### src/rtl/adder_issue_scheduler.sv
// rtl/adder_issue_scheduler.sv - round-robin issue and CDB writeback control for the shared add/sub unit
// Optional ADDER_OVF_FLAG_EN adds cdb_ovf, a signed-overflow flag registered with cdb_data.
module adder_issue_scheduler #(
  parameter int NUM_RS  = 3,
  parameter int DATA_W  = 16,
  parameter int TAG_W   = 3,
  parameter int LATENCY = 2
) (
  input  logic                     Clock,
  input  logic                     Resetn,
  input  logic [NUM_RS-1:0]        rs_ready,
  input  logic [NUM_RS-1:0]        rs_op,
  input  logic [NUM_RS*DATA_W-1:0] rs_vj,
  input  logic [NUM_RS*DATA_W-1:0] rs_vk,
  input  logic [NUM_RS*TAG_W-1:0]  rs_tag,
  output logic [NUM_RS-1:0]        rs_issue,
  output logic                     cdb_req,
  input  logic                     cdb_gnt,
  output logic [TAG_W-1:0]         cdb_tag,
  output logic [DATA_W-1:0]        cdb_data,
  output logic                     busy
`ifdef ADDER_OVF_FLAG_EN
  ,
  output logic                     cdb_ovf
`endif
);

  localparam int PTR_W = $clog2(NUM_RS);
  localparam int CNT_W = 3;

  typedef enum logic [1:0] {IDLE, EXEC, WB} state_t;

  state_t             state, state_nxt;
  logic [PTR_W-1:0]   rr_ptr;
  logic [CNT_W-1:0]   cnt;
  logic               op_q;
  logic [DATA_W-1:0]  vj_q, vk_q;
  logic [TAG_W-1:0]   tag_q;

  logic               issue_slot, issue_fire, pick_valid;
  logic [PTR_W-1:0]   pick_idx, scan_ptr;
  logic [PTR_W:0]     scan_sum;
  logic               sel_op;
  logic [DATA_W-1:0]  sel_vj, sel_vk, exec_res;
  logic [TAG_W-1:0]   sel_tag;

  // Descending scan so the entry closest to rr_ptr overwrites the others and wins.
  always_comb begin
    pick_valid = 1'b0;
    pick_idx   = '0;
    scan_sum   = '0;
    scan_ptr   = '0;
    for (int k = NUM_RS - 1; k >= 0; k--) begin
      scan_sum = {1'b0, rr_ptr} + (PTR_W+1)'(k);
      if (scan_sum >= (PTR_W+1)'(NUM_RS))
        scan_sum = scan_sum - (PTR_W+1)'(NUM_RS);
      scan_ptr = scan_sum[PTR_W-1:0];
      if (rs_ready[scan_ptr]) begin
        pick_valid = 1'b1;
        pick_idx   = scan_ptr;
      end
    end
  end

  always_comb begin
    sel_op  = 1'b0;
    sel_vj  = '0;
    sel_vk  = '0;
    sel_tag = '0;
    for (int i = 0; i < NUM_RS; i++) begin
      if (pick_idx == PTR_W'(i)) begin
        sel_op  = rs_op[i];
        sel_vj  = rs_vj[i*DATA_W +: DATA_W];
        sel_vk  = rs_vk[i*DATA_W +: DATA_W];
        sel_tag = rs_tag[i*TAG_W +: TAG_W];
      end
    end
  end

  assign issue_slot = (state == IDLE) || ((state == WB) && cdb_gnt);
  assign issue_fire = Resetn && issue_slot && pick_valid;
  assign exec_res   = op_q ? (vj_q - vk_q) : (vj_q + vk_q);

  always_ff @(posedge Clock or negedge Resetn) begin
    if (!Resetn)
      state <= IDLE;
    else
      state <= state_nxt;
  end

  always_comb begin
    state_nxt = state;
    case (state)
      IDLE:    if (issue_fire) state_nxt = EXEC;
      EXEC:    if (cnt == '0) state_nxt = WB;
      WB:      if (cdb_gnt) state_nxt = issue_fire ? EXEC : IDLE;
      default: state_nxt = IDLE;
    endcase
  end

  always_comb begin
    rs_issue = '0;
    if (issue_fire)
      rs_issue[pick_idx] = 1'b1;
    busy = (state != IDLE);
  end

  always_ff @(posedge Clock or negedge Resetn) begin
    if (!Resetn) begin
      rr_ptr <= '0;
      cnt    <= '0;
      op_q   <= 1'b0;
      vj_q   <= '0;
      vk_q   <= '0;
      tag_q  <= '0;
    end else if (issue_fire) begin
      rr_ptr <= (pick_idx == PTR_W'(NUM_RS - 1)) ? '0 : pick_idx + 1'b1;
      cnt    <= CNT_W'(LATENCY - 1);
      op_q   <= sel_op;
      vj_q   <= sel_vj;
      vk_q   <= sel_vk;
      tag_q  <= sel_tag;
    end else if ((state == EXEC) && (cnt != '0)) begin
      cnt <= cnt - 1'b1;
    end
  end

  // Result registers hold through backpressure; only the request drops on grant.
  always_ff @(posedge Clock or negedge Resetn) begin
    if (!Resetn) begin
      cdb_req  <= 1'b0;
      cdb_tag  <= '0;
      cdb_data <= '0;
    end else if ((state == EXEC) && (cnt == '0)) begin
      cdb_req  <= 1'b1;
      cdb_tag  <= tag_q;
      cdb_data <= exec_res;
    end else if ((state == WB) && cdb_gnt) begin
      cdb_req  <= 1'b0;
    end
  end

`ifdef ADDER_OVF_FLAG_EN
  logic ovf_res;
  assign ovf_res = op_q
    ? ((vj_q[DATA_W-1] != vk_q[DATA_W-1]) && (exec_res[DATA_W-1] != vj_q[DATA_W-1]))
    : ((vj_q[DATA_W-1] == vk_q[DATA_W-1]) && (exec_res[DATA_W-1] != vj_q[DATA_W-1]));

  always_ff @(posedge Clock or negedge Resetn) begin
    if (!Resetn)
      cdb_ovf <= 1'b0;
    else if ((state == EXEC) && (cnt == '0))
      cdb_ovf <= ovf_res;
  end
`endif

endmodule

### config.mk
export PLATFORM = sky130hd
export DESIGN_NAME = adder_issue_scheduler
export DESIGN_NICKNAME = d
export VERILOG_FILES = /design/src/rtl/adder_issue_scheduler.sv
export SDC_FILE = /design/constraint.sdc
export NUM_CORES = 1
export LEC_CHECK = 0
export ABC_AREA = 1
export BUFFER_PORTS_ARGS = -buffer_cell sky130_fd_sc_hd__buf_2
export CAP_MARGIN = 20
export CORE_ASPECT_RATIO = 0.6
export CORE_MARGIN = 8
export CORE_UTILIZATION = 57
export CTS_CLUSTER_SIZE = 24
export DETAILED_ROUTE_END_ITERATION = 6
export HOLD_SLACK_MARGIN = 0.08
export PLACE_DENSITY = 0.87
export SYNTH_ARGS = -nofsm -noshare
export SYNTH_HDL_FRONTEND = slang
export SYNTH_SLANG_ARGS = --single-unit
### constraint.sdc
create_clock -name Clock -period 6.02 [get_ports Clock]
set_input_delay 0.903 -clock Clock [delete_from_list [all_inputs] [get_ports Clock]]
set_output_delay 0.903 -clock Clock [all_outputs]
set_load 0.01 [all_outputs]
* Word level (Yosys, flattened, before mapping) *
Index checks and enable logic that the tools add are counted.

word-level totals
  logic and storage cells = 90
  input port bits = 114
  memory bits (read-only) = 0
  output and inout bits = 24
  bits in writable memories = 0
  latch bits = 0
  flip-flop bits (word level) = 63
  memories kept = 0

cells by class
  equality and inequality tests = 7
  bitwise gates (word level) = 0
  reductions and logical operators = 15
  shifts and indexed selects = 0
  $add $sub $neg = 9
  $lt $le $gt $ge = 8
  multiplexer cells = 41
  $mul = 0
  divide/modulo/power cells = 0

operators with widths
  operator             count
  $mux 16              7
  $mux 2               10
  $mux 3               6
  $add 16x16->16       1
  $sub 16x16->16       1
  $mux 1               13
  $lt 2x3->1 const B   4
  $bmux 1 s2           3
  $ge 3x2->1 const B   2
  $logic_and 1x1->1    6
  $ne 2x2->1 const B   3
  $pmux 2 s3           1
  $reduce_bool 2->1    3
  $sub 2x2->2 const B  3
  $eq 2x1->1 const B   2
  $eq 2x2->1 const B   2
  $logic_not 2->1      2
  $add 2x1->3 const B  1
  $add 2x2->3 const B  1
  $logic_not 3->1      1
  $reduce_and 3->1     1
  $reduce_bool 3->1    1
  $sub 3x1->3 const B  1
  $add 2x1->2 const B  1
  other kinds (4)      4

* Longest topological paths before layout *
  depth after elaboration = 13
  depth in mapped cells = 19
  depth with buffers taken out = 19

* Worst setup path before layout *
OpenSTA, ideal clock, no wires.

  path kind = input -> output
  from = input rs_ready[1]
  to = output rs_issue[2]
  slack = 3.267 ns
  data required time = 5.117 ns
  stages = 9
  arrival time = 1.850 ns
  cell sequence = inv_1 > nand2_1 > nand3_1 > nand2_2 > nor2_1 > nor2_1 > buf_4 > buf_2 > nor2_1

on the way
  cells in the longest elaborated chain, start to end = 10
  elaborated cells on any way between the ends = 19
  those cells by class = 2 x order compare; 15 x mux; 2 x reduce/logical

ends and longest elaborated chain
  item                                                            line  source
  from (decl)                                                     11    input logic [NUM_RS-1:0] rs_ready,
  $bmux 1 s2                                                      58    if (rs_ready[scan_ptr]) begin
  $mux 1 (implied by the code)                                    58
  $mux 2 (3 in series)                                            58
  $lt 2x3->1 (implied by the code) or $ge 2x1->1 (tied branches)  104   rs_issue[pick_idx] = 1'b1;
  $logic_and 1x1->1 (implied by the code)                         104
  $mux 1 (implied by the code)                                    104
  $demux 1 s2                                                     104
  $mux 3 *                                                        103   if (issue_fire)
  to (decl)                                                       16    output logic [NUM_RS-1:0] rs_issue,

Every way passes the cells marked *; elsewhere a longest branch is shown, timed or not. The select of a mux whose other input is x is not followed.

* Final worst setup path *
  from = register rr_ptr[1]
  to = output rs_issue[0]

on the way
  cells in the longest elaborated chain, start to end = 13
  elaborated cells on any way between the ends = 30
  those cells by class = 5 x add/sub; 5 x order compare; 18 x mux; 2 x reduce/logical

ends and longest elaborated chain
  item                                                            line    source
  from (decl)                                                     34      logic [PTR_W-1:0] rr_ptr;
  from (signal assigned)                                          117     rr_ptr <= (pick_idx == PTR_W'(NUM_RS - 1)) ? '0 : pick_idx + 1'b1;
  $add 2x2->3                                                     54      scan_sum = {1'b0, rr_ptr} + (PTR_W+1)'(k);
  $ge 3x2->1 or $sub 2x2->2 (tied branches)                       55, 56
  $mux 2                                                          55      if (scan_sum >= (PTR_W+1)'(NUM_RS))
  $bmux 1 s2                                                      58
  $mux 1 (implied by the code)                                    58
  $mux 2 (3 in series)                                            58
  $lt 2x3->1 (implied by the code) or $ge 2x1->1 (tied branches)  104
  $logic_and 1x1->1 (implied by the code)                         104
  $mux 1 (implied by the code)                                    104
  $demux 1 s2                                                     104
  $mux 3 *                                                        103

Marked as above.

==> results.yml <==
critical_path:
  start_kind: "register"
  cp_cell_sequence: "ha_1 > inv_2 > nand2_1 > nand3_1 > a21oi_1 > nor2_1 > nor2_2 > nand2_1 > nor2_1 > buf_2"
  cp_max_fo: 18
  required_ns: 5.12
  arrival_ns: 2.76
  worstSetupPathType: "reg2out"
  cp_slowest_cell: "nor2_2"
  critPathTopFamily: "simple AND/OR/NAND/NOR gates"
  end_kind: "output pin"
  cpPeakStageDelay_ns: 0.63
  path_buf_inv: 2
final_layout:
  multiInputGateArea_mm2: 0.00271
  ff_latch_area_mm2: 0.00158
  layout.nets: 998
  drive_above_1_share: 0.198
  fin_util: 0.699
  area_growth_pct: 21.6
  fillers: 717
  antennaDiodeCount: 0
sta:
  finalHoldViolations: 0
  final_max_slew_viol_count: 0
  setup_violations: 0
  worstMarginPinSlew_ns: 1.01
  finalClockSkew_ns: 0.0122
  final.period_utilization: 0.609
  max_freq_mhz: 273
  final.setup.tns_ns: 0
  rsz0062_at_grt: "false"
  max-slew-margin-rel: 0.323
  layout_min_cycle_time_ns: 3.67
floorplan:
  die_w_um: 134
  rows: 26
  core_area_mm2: 0.00833
  die_h_um: 87.0
  initial_core_util: 0.575
  ios: 138
  dieArea_mm2: 0.0117
cts:
  cts-root-buf: "clkbuf_16"
  cts_num_sinks: 63
  cts_buffer_depth: 2
  cts_buffers: 9
  cts_tree: "done"
  htreeDepth: 3
  clk_latency_ns: 0.34
  post_cts_resize_count: 0
  cts_setup_buffers: 0
  clkSlewWorstSetupHoldPaths_ns: 0.05
  ctsHoldBuffers: 0
min_path:
  holdCritPathClass: "reg2reg"
global_route:
  antenna_found_initial: 0
  grt_use_total: 0.273
  grt_max_degree: 64
  overflow: 0
  first_global_vias: 5249
  grt_pass1_wl_um: 25500
synthesis:
  ys_warn_count: 0
  synth.top_cell.area_share: 0.329
  synth.area.top_cells: "dfrtp_1 33%, nand2_1 20%, nand3_1 15%, inv_1 7.1%, ha_1 5.2%"
  yosys.area_share.simple: 0.407
  synth_xor_area_frac: 0.0329
  synthesis.area_mm2: 0.00478
  postSynthAreaPerCell_um2: 6.47
  synthAdderAreaFrac: 0.0565
  async_flop_share: 1.00
  synthCells: 739
  netlist.top_cell.by_area: "dfrtp_1"
  muxShareOfSynthArea: 0
  yosysMostFrequentCell: "nand2_1"
  synth_common_cells: "254 x nand2_1, 143 x nand3_1, 91 x inv_1, 63 x dfrtp_1, 41 x nor2_1"
  ys_seq_area_frac: 0.329
  ys.flop_type: "dfrtp_1"
  synth.net_count: 874
  ys_types: 36
  synth_top_family_by_area: "simple AND/OR/NAND/NOR gates"
  synth_edf_count: 0
  synth-compound-area-share: 0.0688
  synth-seq-cells: 63
drt:
  wl_um: 15400
  vias_per_cell: 5.48
  antenna_left: 0
  drc: 0
  drtIter0Drc: 479
  first_pass_iters: 5
  routedWlPerCell_um: 15.7
  num_vias: 5361
placement:
  dp_hpwl_um: 11800
  portBuffers: 137
  gp_congestion: 0.906
job:
  cap_violations: 0
pwr:
  vdd_ir_drop_max_mv: 0.314
  p_total_mw: 4.26
  power_leakage_nw: 3.41
  cellPowerDensity_mw_per_mm2: 732
run_status:
  status: "finished, final reports clean"
==> per-stage QoR <==
stage	hold WS (ns)	cells	setup WS (ns)	area [µm²]
floorplan	0.442	739	3.27	4780
CTS	0.475	979	2.46	5820
finish	0.471	979	2.35	5820
detailed placement	0.461	964	2.53	5500
global route	0.500	979	2.22	5820
global placement	0.456	964	2.59	5500
==> registers in the layout (all words and copies together), names as in the netlist <==
register  cells
cdb_req       1
op_q          1
cnt           3
vj_q         16
state         2
vk_q         16
rr_ptr        2
tag_q         3
cdb_data     16
cdb_tag       3
==> where the power goes <==
part	switching [mW]	internal, mW	total (mW)
sequential	0.166	0.633	0.799
combinational	1.89	1.02	2.91
clock	0.185	0.363	0.548
==> layer usage <==
metal | GRT usage | routed length (µm) | vias to the layer above
li1 | - | - | 2603
met1 | 0.355 | 6890 | 2421
met2 | 0.423 | 6550 | 301
met3 | 0.0772 | 1550 | 36
met4 | 0.102 | 403 | 0
met5 | 0 | 0 | -
==> logic make-up after synthesis <==
group / count (synthesis)
simple gates: 457
fa+ha+maj: 21
buf+inv: 123
xor+xnor: 18
compound gates: 57
flops: 63
==> layout make-up <==
cell class              count  share of cell area
clock inverters             2             0.00645
inverters                  94              0.0606
well taps                 112              0.0241
flip-flops and latches     63               0.271
clock buffers              13              0.0482
multi-input cells         553               0.465
repair buffers            142               0.124
==> worst reg2reg max path: stages (launching register included) <==
cell and delay (ns):
dfrtp_1 0.42, inv_1 0.10, ha_1 0.18, inv_1 0.06, nor2_1 0.17, nand2_1 0.12, nor2_1 0.22, inv_1 0.07
o31ai_1 0.28, xor2_1 0.26, ha_1 0.33, a21oi_1 0.29, o21ai_0 0.14, nand2_1 0.07, and2_1 0.13, nand2_1 0.06
nand2_1 0.05, nand3_1 0.12, nand2_1 0.09
==> worst paths after layout <==
path                              startpoint  cells past startpoint      endpoint  slack (ns)
worst max-delay path               rr_ptr[1]                     10   rs_issue[0]        2.35
worst min-delay path            cdb_data[11]                      2  cdb_data[11]        0.47
worst max register to register       vk_q[0]                     18  cdb_data[15]        2.80
worst min register to register  cdb_data[11]                      2  cdb_data[11]        0.47
max in group asynchronous             Resetn                      2       vk_q[7]        4.71
min in group asynchronous             Resetn                      2       vj_q[9]        0.77
==> cells in the final DEF, fill, tap and decap left out, types with 4 or more instances in the layout <==
master / synthesis / routed
ha_1: 20 / 20
nand3_1: 143 / 143
xnor2_1: 6 / 6
or2_2: 6 / 6
inv_1: 91 / 91
dfrtp_1: 63 / 63
buf_2: 12 / 137
xor2_1: 12 / 12
o21ai_0: 20 / 20
clkbuf_8: 0 / 4
a21oi_1: 18 / 18
clkbuf_16: 0 / 9
buf_4: 1 / 5
nor2_1: 41 / 40
o21bai_1: 7 / 7
nand2_1: 254 / 254
Note: power is estimated with default switching activity, not from simulation.
